==> src/rtl/fetch_buffer_if.sv <==
// fetch_buffer_if -- bundles the fetch buffer's instruction-memory, branch
// predictor, redirect and decode-side signals.
//
// Parameters:
//   XLEN  - PC / instruction width
//   DEPTH - fetch-queue entries (sets the occupancy width)
//
// Signals (direction as seen by the fetch buffer, modport master):
//   imem_req_valid, imem_req_addr          out : fetch request
//   imem_resp_inst                         in  : one-cycle-latency response
//   bp_taken, bp_btb_hit, bp_target        in  : prediction for imem_req_addr
//   redirect_valid, redirect_pc            in  : misprediction / PC redirect
//   out_valid, out_pc, out_inst,
//   out_pred_taken, out_next_pc_predicted,
//   out_pred_next_pc, occupancy            out : queue head towards decode
//   out_ready                              in  : decode accepts the head
// The slave modport is the environment's view (memory, predictor, decode).
interface fetch_buffer_if #(
  parameter int XLEN  = 32,
  parameter int DEPTH = 4
);
  localparam int OccW = $clog2(DEPTH) + 1;

  logic            imem_req_valid;
  logic [XLEN-1:0] imem_req_addr;
  logic [XLEN-1:0] imem_resp_inst;
  logic            bp_taken;
  logic            bp_btb_hit;
  logic [XLEN-1:0] bp_target;
  logic            redirect_valid;
  logic [XLEN-1:0] redirect_pc;
  logic            out_valid;
  logic            out_ready;
  logic [XLEN-1:0] out_pc;
  logic [XLEN-1:0] out_inst;
  logic            out_pred_taken;
  logic            out_next_pc_predicted;
  logic [XLEN-1:0] out_pred_next_pc;
  logic [OccW-1:0] occupancy;

  modport master (
    output imem_req_valid, imem_req_addr,
    input  imem_resp_inst,
    input  bp_taken, bp_btb_hit, bp_target,
    input  redirect_valid, redirect_pc,
    output out_valid, out_pc, out_inst, out_pred_taken,
    output out_next_pc_predicted, out_pred_next_pc, occupancy,
    input  out_ready
  );

  modport slave (
    input  imem_req_valid, imem_req_addr,
    output imem_resp_inst,
    output bp_taken, bp_btb_hit, bp_target,
    output redirect_valid, redirect_pc,
    input  out_valid, out_pc, out_inst, out_pred_taken,
    input  out_next_pc_predicted, out_pred_next_pc, occupancy,
    output out_ready
  );
endinterface

==> src/rtl/fetch_buffer.sv <==
// fetch_buffer -- instruction fetch front end with a small fetch queue.
// Issues one fetch per cycle while the queue has credit, follows BTB
// predictions, queues responses (which arrive one cycle after the request)
// together with their prediction info, and stalls in WAIT_REDIRECT when a
// branch is predicted taken without a BTB target until a redirect arrives.
// All state changes on the falling edge of clk.
//
// Ports:
//   clk  - clock, state updates on the falling edge
//   rst  - asynchronous, active-low reset
//   bus  - fetch_buffer_if.master: imem request/response, predictor inputs,
//          redirect, and the queue head / occupancy towards decode
module fetch_buffer #(
  parameter int              XLEN     = 32,
  parameter int              DEPTH    = 4,
  parameter logic [XLEN-1:0] RESET_PC = '0,
  parameter int              USE_BTB  = 1
) (
  input logic            clk,
  input logic            rst,
  fetch_buffer_if.master bus
);

  localparam int PtrW = $clog2(DEPTH);
  localparam int OccW = PtrW + 1;
  localparam int CntW = OccW + 1;

  localparam logic [0:0] RUN           = 1'b0;
  localparam logic [0:0] WAIT_REDIRECT = 1'b1;

  typedef struct packed {
    logic [XLEN-1:0] pc;
    logic [XLEN-1:0] inst;
    logic            predTaken;
    logic            nextPcPredicted;
    logic [XLEN-1:0] predNextPc;
  } entry_t;

  logic [0:0]      state_q, state_d;
  logic [XLEN-1:0] pc_q, pc_d;
  logic            inflValid_q, inflValid_d;
  logic [XLEN-1:0] inflPc_q;
  logic [XLEN-1:0] inflTarget_q;
  logic            inflTaken_q;
  logic            inflHit_q;
  logic [PtrW-1:0] rdPtr_q, rdPtr_d;
  logic [PtrW-1:0] wrPtr_q, wrPtr_d;
  logic [OccW-1:0] occ_q, occ_d;
  entry_t          mem_q [DEPTH];

  logic   btbHit;
  logic   predictRedirect;
  logic   credit;
  logic   reqRun;
  logic   enq;
  logic   deq;
  logic   respBranch;
  logic   missBranch;
  logic   outValid;
  entry_t respEntry;
  entry_t head;

  assign btbHit          = (USE_BTB != 0) && bus.bp_btb_hit;
  assign predictRedirect = bus.bp_taken && btbHit;

  // Credit counts the response still in flight, so the queue can never be
  // asked to accept an entry while full.
  assign credit = ({1'b0, occ_q} + CntW'(inflValid_q)) < CntW'(DEPTH);
  assign reqRun = (state_q == RUN) && !bus.redirect_valid && credit;

  // A redirect overrides every queue movement in its cycle.
  assign enq        = inflValid_q && !bus.redirect_valid;
  assign deq        = outValid && bus.out_ready && !bus.redirect_valid;
  assign respBranch = bus.imem_resp_inst[6];
  assign missBranch = enq && respBranch && inflTaken_q && !inflHit_q;

  // Build the queue entry for the returning response; prediction bits only
  // survive on instructions that really are branches.
  always_comb begin
    respEntry.pc              = inflPc_q;
    respEntry.inst            = bus.imem_resp_inst;
    respEntry.predTaken       = respBranch && inflTaken_q;
    respEntry.nextPcPredicted = respBranch && inflTaken_q && inflHit_q;
    respEntry.predNextPc      = inflTarget_q;
  end

  // Next-state logic: redirect first, then queue movement, then the fetch
  // decision. A predicted-taken branch without a BTB target squashes the
  // request issued alongside it and parks the pc on the squashed address.
  always_comb begin
    state_d     = state_q;
    pc_d        = pc_q;
    inflValid_d = 1'b0;
    rdPtr_d     = rdPtr_q;
    wrPtr_d     = wrPtr_q;
    occ_d       = occ_q;
    if (bus.redirect_valid) begin
      state_d = RUN;
      pc_d    = bus.redirect_pc;
      rdPtr_d = wrPtr_q;
      occ_d   = '0;
    end else begin
      if (deq) rdPtr_d = rdPtr_q + PtrW'(1);
      if (enq) wrPtr_d = wrPtr_q + PtrW'(1);
      occ_d = occ_q + OccW'(enq) - OccW'(deq);
      if (missBranch) begin
        state_d = WAIT_REDIRECT;
      end else if (reqRun) begin
        inflValid_d = 1'b1;
        pc_d        = predictRedirect ? bus.bp_target : pc_q + XLEN'(4);
      end
    end
  end

  // Control state, pointers and the inflight side register.
  always_ff @(negedge clk or negedge rst) begin
    if (!rst) begin
      state_q      <= RUN;
      pc_q         <= RESET_PC;
      inflValid_q  <= 1'b0;
      inflPc_q     <= '0;
      inflTarget_q <= '0;
      inflTaken_q  <= 1'b0;
      inflHit_q    <= 1'b0;
      rdPtr_q      <= '0;
      wrPtr_q      <= '0;
      occ_q        <= '0;
    end else begin
      state_q     <= state_d;
      pc_q        <= pc_d;
      inflValid_q <= inflValid_d;
      rdPtr_q     <= rdPtr_d;
      wrPtr_q     <= wrPtr_d;
      occ_q       <= occ_d;
      if (inflValid_d) begin
        inflPc_q     <= pc_q;
        inflTarget_q <= bus.bp_target;
        inflTaken_q  <= bus.bp_taken;
        inflHit_q    <= btbHit;
      end
    end
  end

  // Queue storage needs no reset: occupancy alone decides what is valid.
  always_ff @(negedge clk) begin
    if (enq) mem_q[wrPtr_q] <= respEntry;
  end

  assign head     = mem_q[rdPtr_q];
  assign outValid = (occ_q != '0);

  // Head fields are forced to zero when empty, which also gives the required
  // all-zero outputs while in reset.
  assign bus.imem_req_valid        = reqRun && rst;
  assign bus.imem_req_addr         = pc_q;
  assign bus.out_valid             = outValid;
  assign bus.out_pc                = outValid ? head.pc : '0;
  assign bus.out_inst              = outValid ? head.inst : '0;
  assign bus.out_pred_taken        = outValid && head.predTaken;
  assign bus.out_next_pc_predicted = outValid && head.nextPcPredicted;
  assign bus.out_pred_next_pc      = outValid ? head.predNextPc : '0;
  assign bus.occupancy             = occ_q;

endmodule

==> src/flat_wrapper.sv <==
// flat-port wrapper written by rule: the top's interface ports become plain ports
module fetch_buffer_flat 
#(
  parameter int              XLEN     = 32,
  parameter int              DEPTH    = 4,
  parameter logic [XLEN-1:0] RESET_PC = '0,
  parameter int              USE_BTB  = 1
)
  (clk, rst, bus_imem_req_valid, bus_imem_req_addr, bus_imem_resp_inst, bus_bp_taken, bus_bp_btb_hit, bus_bp_target, bus_redirect_valid, bus_redirect_pc, bus_out_valid, bus_out_pc, bus_out_inst, bus_out_pred_taken, bus_out_next_pc_predicted, bus_out_pred_next_pc, bus_occupancy, bus_out_ready);
  fetch_buffer_if #(.XLEN(XLEN), .DEPTH(DEPTH)) bus_i ();
  input logic clk;
  input logic rst;
  output wire logic [$bits(bus_i.imem_req_valid)-1:0] bus_imem_req_valid;
  output wire logic [$bits(bus_i.imem_req_addr)-1:0] bus_imem_req_addr;
  input wire logic [$bits(bus_i.imem_resp_inst)-1:0] bus_imem_resp_inst;
  input wire logic [$bits(bus_i.bp_taken)-1:0] bus_bp_taken;
  input wire logic [$bits(bus_i.bp_btb_hit)-1:0] bus_bp_btb_hit;
  input wire logic [$bits(bus_i.bp_target)-1:0] bus_bp_target;
  input wire logic [$bits(bus_i.redirect_valid)-1:0] bus_redirect_valid;
  input wire logic [$bits(bus_i.redirect_pc)-1:0] bus_redirect_pc;
  output wire logic [$bits(bus_i.out_valid)-1:0] bus_out_valid;
  output wire logic [$bits(bus_i.out_pc)-1:0] bus_out_pc;
  output wire logic [$bits(bus_i.out_inst)-1:0] bus_out_inst;
  output wire logic [$bits(bus_i.out_pred_taken)-1:0] bus_out_pred_taken;
  output wire logic [$bits(bus_i.out_next_pc_predicted)-1:0] bus_out_next_pc_predicted;
  output wire logic [$bits(bus_i.out_pred_next_pc)-1:0] bus_out_pred_next_pc;
  output wire logic [$bits(bus_i.occupancy)-1:0] bus_occupancy;
  input wire logic [$bits(bus_i.out_ready)-1:0] bus_out_ready;
  assign bus_imem_req_valid = bus_i.imem_req_valid;
  assign bus_imem_req_addr = bus_i.imem_req_addr;
  assign bus_i.imem_resp_inst = bus_imem_resp_inst;
  assign bus_i.bp_taken = bus_bp_taken;
  assign bus_i.bp_btb_hit = bus_bp_btb_hit;
  assign bus_i.bp_target = bus_bp_target;
  assign bus_i.redirect_valid = bus_redirect_valid;
  assign bus_i.redirect_pc = bus_redirect_pc;
  assign bus_out_valid = bus_i.out_valid;
  assign bus_out_pc = bus_i.out_pc;
  assign bus_out_inst = bus_i.out_inst;
  assign bus_out_pred_taken = bus_i.out_pred_taken;
  assign bus_out_next_pc_predicted = bus_i.out_next_pc_predicted;
  assign bus_out_pred_next_pc = bus_i.out_pred_next_pc;
  assign bus_occupancy = bus_i.occupancy;
  assign bus_i.out_ready = bus_out_ready;
  fetch_buffer #(.XLEN(XLEN), .DEPTH(DEPTH), .RESET_PC(RESET_PC), .USE_BTB(USE_BTB)) u_core (.clk(clk), .rst(rst), .bus(bus_i));
endmodule
==> config.mk <==
export PLATFORM = sky130hd
export DESIGN_NAME = fetch_buffer_flat
export DESIGN_NICKNAME = d
export VERILOG_FILES = /design/src/rtl/fetch_buffer_if.sv /design/src/rtl/fetch_buffer.sv /design/src/flat_wrapper.sv
export SDC_FILE = /design/constraint.sdc
export NUM_CORES = 1
export LEC_CHECK = 0
export CAP_MARGIN = 0
export CORE_ASPECT_RATIO = 0.75
export CORE_UTILIZATION = 55
export CTS_CLUSTER_SIZE = 28
export DETAILED_ROUTE_END_ITERATION = 8
export DONT_BUFFER_PORTS = 1
export PLACE_DENSITY = 0.7
export SLEW_MARGIN = 0
export SYNTH_ARGS = -nofsm -noshare
export SYNTH_HDL_FRONTEND = slang
export SYNTH_SLANG_ARGS = --single-unit
==> constraint.sdc <==
create_clock -name clk -period 8.3 [get_ports clk]
set_clock_uncertainty 0.05 [all_clocks]
set_input_delay 1.66 -clock clk [delete_from_list [all_inputs] [get_ports clk]]
set_output_delay 1.66 -clock clk [all_outputs]
set_load 0.02 [all_outputs]
# ---- After elaboration in Yosys (flattened, before gate mapping)
# Memory sizes are Yosys's and may differ from the RTL's.
# Index checks and enable logic that the tools add are counted.
dict set report totals {
  regBits 107
  latch_bits 0
  ram_bits 392
  mem_bits_ro 0
  in_bits 102
  output_inout_bits 135
  elab_cells 60
  n_memories 1
}
# memory words word_bits rd rd_clocked_by_memory_dff wr line
set mem_list {}
lappend mem_list {u_core.mem_q 4 98 1 0 1 fetch_buffer.sv:49} ;# entry_t mem_q [DEPTH];
dict set report op_classes {
  add_sub_neg 6
  multipliers 0
  div 0
  magnitude_cmp 1
  eq_ne 1
  shift 0
  mux 17
  bitwise 2
  n_reduce_logical 22
}
# op count
set op_table {}
lappend op_table {{$mux W32} 7}
lappend op_table {{$add A32 B3 Y32 const B} 1}
lappend op_table {{$logic_and A1 B1 Y1} 14}
lappend op_table {{$mux W1} 7}
lappend op_table {{$reduce_bool A2 Y1} 3}
lappend op_table {{$add A2 B1 Y2 const B} 2}
lappend op_table {{$add A3 B1 Y4} 1}
lappend op_table {{$lt A4 B3 Y1 const B} 1}
lappend op_table {{$mux W2} 2}
lappend op_table {{$reduce_and A2 Y1} 2}
lappend op_table {{$add A3 B1 Y3} 1}
lappend op_table {{$mux W3} 1}
lappend op_table {{$reduce_bool A3 Y1} 1}
lappend op_table {{$sub A3 B1 Y3} 1}
lappend op_table {{$logic_not A1 Y1} 2}
lappend op_table {{$ne A2 B2 Y1 const B} 1}
lappend op_table {{$not A1 Y1} 2}

# ---- Logic depth before layout (Yosys ltp)
dict set report depth {
  word_depth 7
  ltp_mapped 11
}

==> flow_summary.toml <==
[floorplan]
io_pins = 237
initial_core_util = 0.5601
die_h_um = 167.9
die-width_um = 223.2
die-area_mm2 = 0.03748
core_mm2 = 0.03603
rows = 60

[worst_setup_path]
worst-setup-path-type = "reg2out"
ff2ff_setup_slack_ps = 5100
r2r-end = "u_core.bus.imem_req_addr[15]$_DFFE_NN0P_"
cp_slowest_cell = "dfrtn_1"
crit_path_end_kind = "output pin"
critPathMaxFanout = 32
rr_worst_depth = 8
cpPeakStageDelay_ps = 770
crit_chain = "or3_4, buf_4, and2_1"
r2r_start = "u_core.bus.occupancy[1]$_DFF_NN0_"
startpoint_type = "flip-flop"
arrival_ps = 6500
critPathRequiredTime_ps = 6590

[cells_and_area]
multi_input_area_mm2 = 0.005396
layout.nets = 1797
area_growth_pct = 19.40
regArea_mm2 = 0.01445
drive_gt1_frac = 0.1381
n_fill_cell = 2629
design_area_mm2 = 0.02410

[place]
place_ws_ps = 537.2
port_buffers = 0
placed_area_mm2 = 0.02091
place.gp.congestion = 0.8817
hpwl_mm = 30.46

[detailed_routing]
first_pass_iters = 5
drc_errors = 0
wl_per_cell_um = 22.83
vias_per_cell = 5.746
via_count = 12610
drt_iter0_markers = 1018
postRouteAntennaNets = 0
wl_mm = 50.09

[global_route]
grt_pass1_vias = 12830
grt_pass1_wl_mm = 74.59
overflow = 0
antenna_found_initial = 7
grt_max_degree = 109
grtUsageTotal = 0.2671

[synth]
syn-mean-instance-area_um2 = 15.83
yosys.area.top_type = "edfxtp_1"
synth_common_cells = "edfxtp_1 (392), nand2_1 (247), dfrtn_1 (107)"
synth_nets = 1386
synth_cells = 1275
synth_edf_count = 392
synth_area_leaders = "edfxtp_1 (58%), dfrtn_1 (13%), mux4_2 (11%)"
seq_area_frac_synth = 0.7159
synth_top_area_frac = 0.5832
ys_async_sr_fraction = 0.2144
ys.flop_type = "edfxtp_1"
yosysMostFrequentCell = "edfxtp_1"
synth_cell_types = 59
synth_area_mm2 = 0.02018
ys_warn_count = 0
synth.ff_latch_count = 499

[sta]
worst_hold_slack_ps = 442.5
fin_setup_tns_ps = 0
setup_viol = 0
worstMarginPinSlew_ps = 941.8
final_hold_viol_count = 0
drv_slew = 0
slew_headroom = 0.3698
worst_slack_ps = 94.24
rsz0062_at_grt = "no"

[power]
fin_total_pwr_mw = 9.007
power.leakage_nw = 10.15
ir_drop_uv = 253.7
p_per_area_mw_per_mm2 = 373.7

[status]
status = "complete, no violations"

[worst_hold_path]
worstHoldStart = "u_core.state_q$_DFFE_NN0P_"
min_path_cells = 2
holdCritPathClass = "reg2reg"
min_to = "u_core.state_q$_DFFE_NN0P_"

[clock_network]
clk_pin_slew_ps = 50
clock_latency_ps = 560
htreeDepth = 2
cts_buffers = 49
cts.sinks = 499
cts_root_buf = "clkbuf_16"
cts_tree = "built"
cts_max_path_buffers = 3

[job]
drv_cap = 0
critical path, delay by kind of cell (launching register included):
kind | cells | cell delay (ps)
buffers and inverters | 1 | 310
DFF | 1 | 770
and+or+nand+nor | 2 | 690
through the flow:
stage	utilization	instances
2_1_floorplan	-	1275
3_3_place_gp	0.5804	1702
3_5_place_dp	0.5804	1702
4_1_cts	0.6664	2182
5_1_grt	0.6687	2193
6_report	0.6688	2194
timing repair:
| item | CTS | global route |
|---|---|---|
| setup buffers | 0 | 5 |
| cloned | 0 | 2 |
| hold buffers | 0 | 0 |
| endpoints found under the setup margin | 12 | 32 |
| pin swaps | 0 | 1 |
| gates resized for setup | 1 | 1 |
state kept, by name, summed over array words and instances (netlist names), 2 cells and up:
signal	flops
u_core.bus.imem_req_addr	32
u_core.bus.occupancy	3
u_core.inflPc_q	32
u_core.inflTarget_q	32
u_core.mem_q	392
u_core.rdPtr_q	2
u_core.wrPtr_q	2
cell type report:
| cell class | instances | share of cell area |
|---|---|---|
| Inverter | 16 | 0.002492 |
| Clock buffer | 55 | 0.05353 |
| Multi-Input combinational cell | 688 | 0.2239 |
| Timing Repair Buffer | 40 | 0.02077 |
| Antenna cell | 5 | 0.0005192 |
| Tap cell | 465 | 0.02414 |
| Sequential cell | 499 | 0.5996 |
| Clock inverter | 426 | 0.07507 |
per-layer routing:
layer | GRT usage | vias up | part of all wire
li1 | - | 5626 | -
met1 | 0.3548 | 6356 | 0.41
met2 | 0.4102 | 529 | 0.48
met3 | 0.09250 | 92 | 0.087
met4 | 0.1016 | 4 | 0.025
met5 | 0 | - | 0.00054
kinds of logic after synthesis:
family,count (synthesis),synth area share
XOR/XNOR,10,0.004339
buffers and inverters,89,0.01841
AND/OR/NAND/NOR,437,0.1023
AO/OA/AOI/OAI,130,0.04222
flip-flops,499,0.7159
adder cells (fa/ha/maj),9,0.005952
multiplexers,101,0.1108
power by group:
group          switching, mW  leakage [nW]  total (mW)  internal, mW
registers              0.438          4.88        3.75          3.31
logic                   1.41          2.36        2.29         0.880
clock network           1.41          2.90        2.97          1.56
total                   3.26          10.1        9.01          5.75
how the worst max path moves through the flow:
stage | startpoint | end | slack [ps] | cells past startpoint
6_report | u_core.bus.occupancy[1]$_DFF_NN0_ | bus_out_pc[13] | 90 | 3
5_1_grt | u_core.rdPtr_q[0]$_DFFE_NN0P_ | bus_out_pc[3] | 20 | 4
4_1_cts | u_core.rdPtr_q[0]$_DFFE_NN0P_ | bus_out_pred_next_pc[27] | 4 | 4
3_5_place_dp | u_core.rdPtr_q[0]$_DFFE_NN0P_ | bus_out_pred_next_pc[22] | 540 | 4
3_3_place_gp | u_core.rdPtr_q[0]$_DFFE_NN0P_ | bus_out_pred_next_pc[31] | 580 | 4
2_1_floorplan | bus_redirect_valid | u_core.mem_q[0][0]$_DFFE_NP_ | 160 | 4
cell usage in the layout, fill, tap and decap left out, drive strengths merged, types with 5 or more instances in the layout:
cell      instances
a21oi            13
a22oi             6
a31oi             9
and2            101
and3             11
buf              39
bufinv            7
clkbuf           56
clkinv            9
clkinvlp          7
dfrtn           107
diode             5
edfxtp          392
ha                8
inv             419
mux4             98
nand2           247
nand3            13
nand4             8
nor2             26
nor3              6
nor4              6
o21a              9
o21ai            48
o31a              5
o31ai            12
xnor2             5
xor2              5
Power figures use the tool's default switching activity.
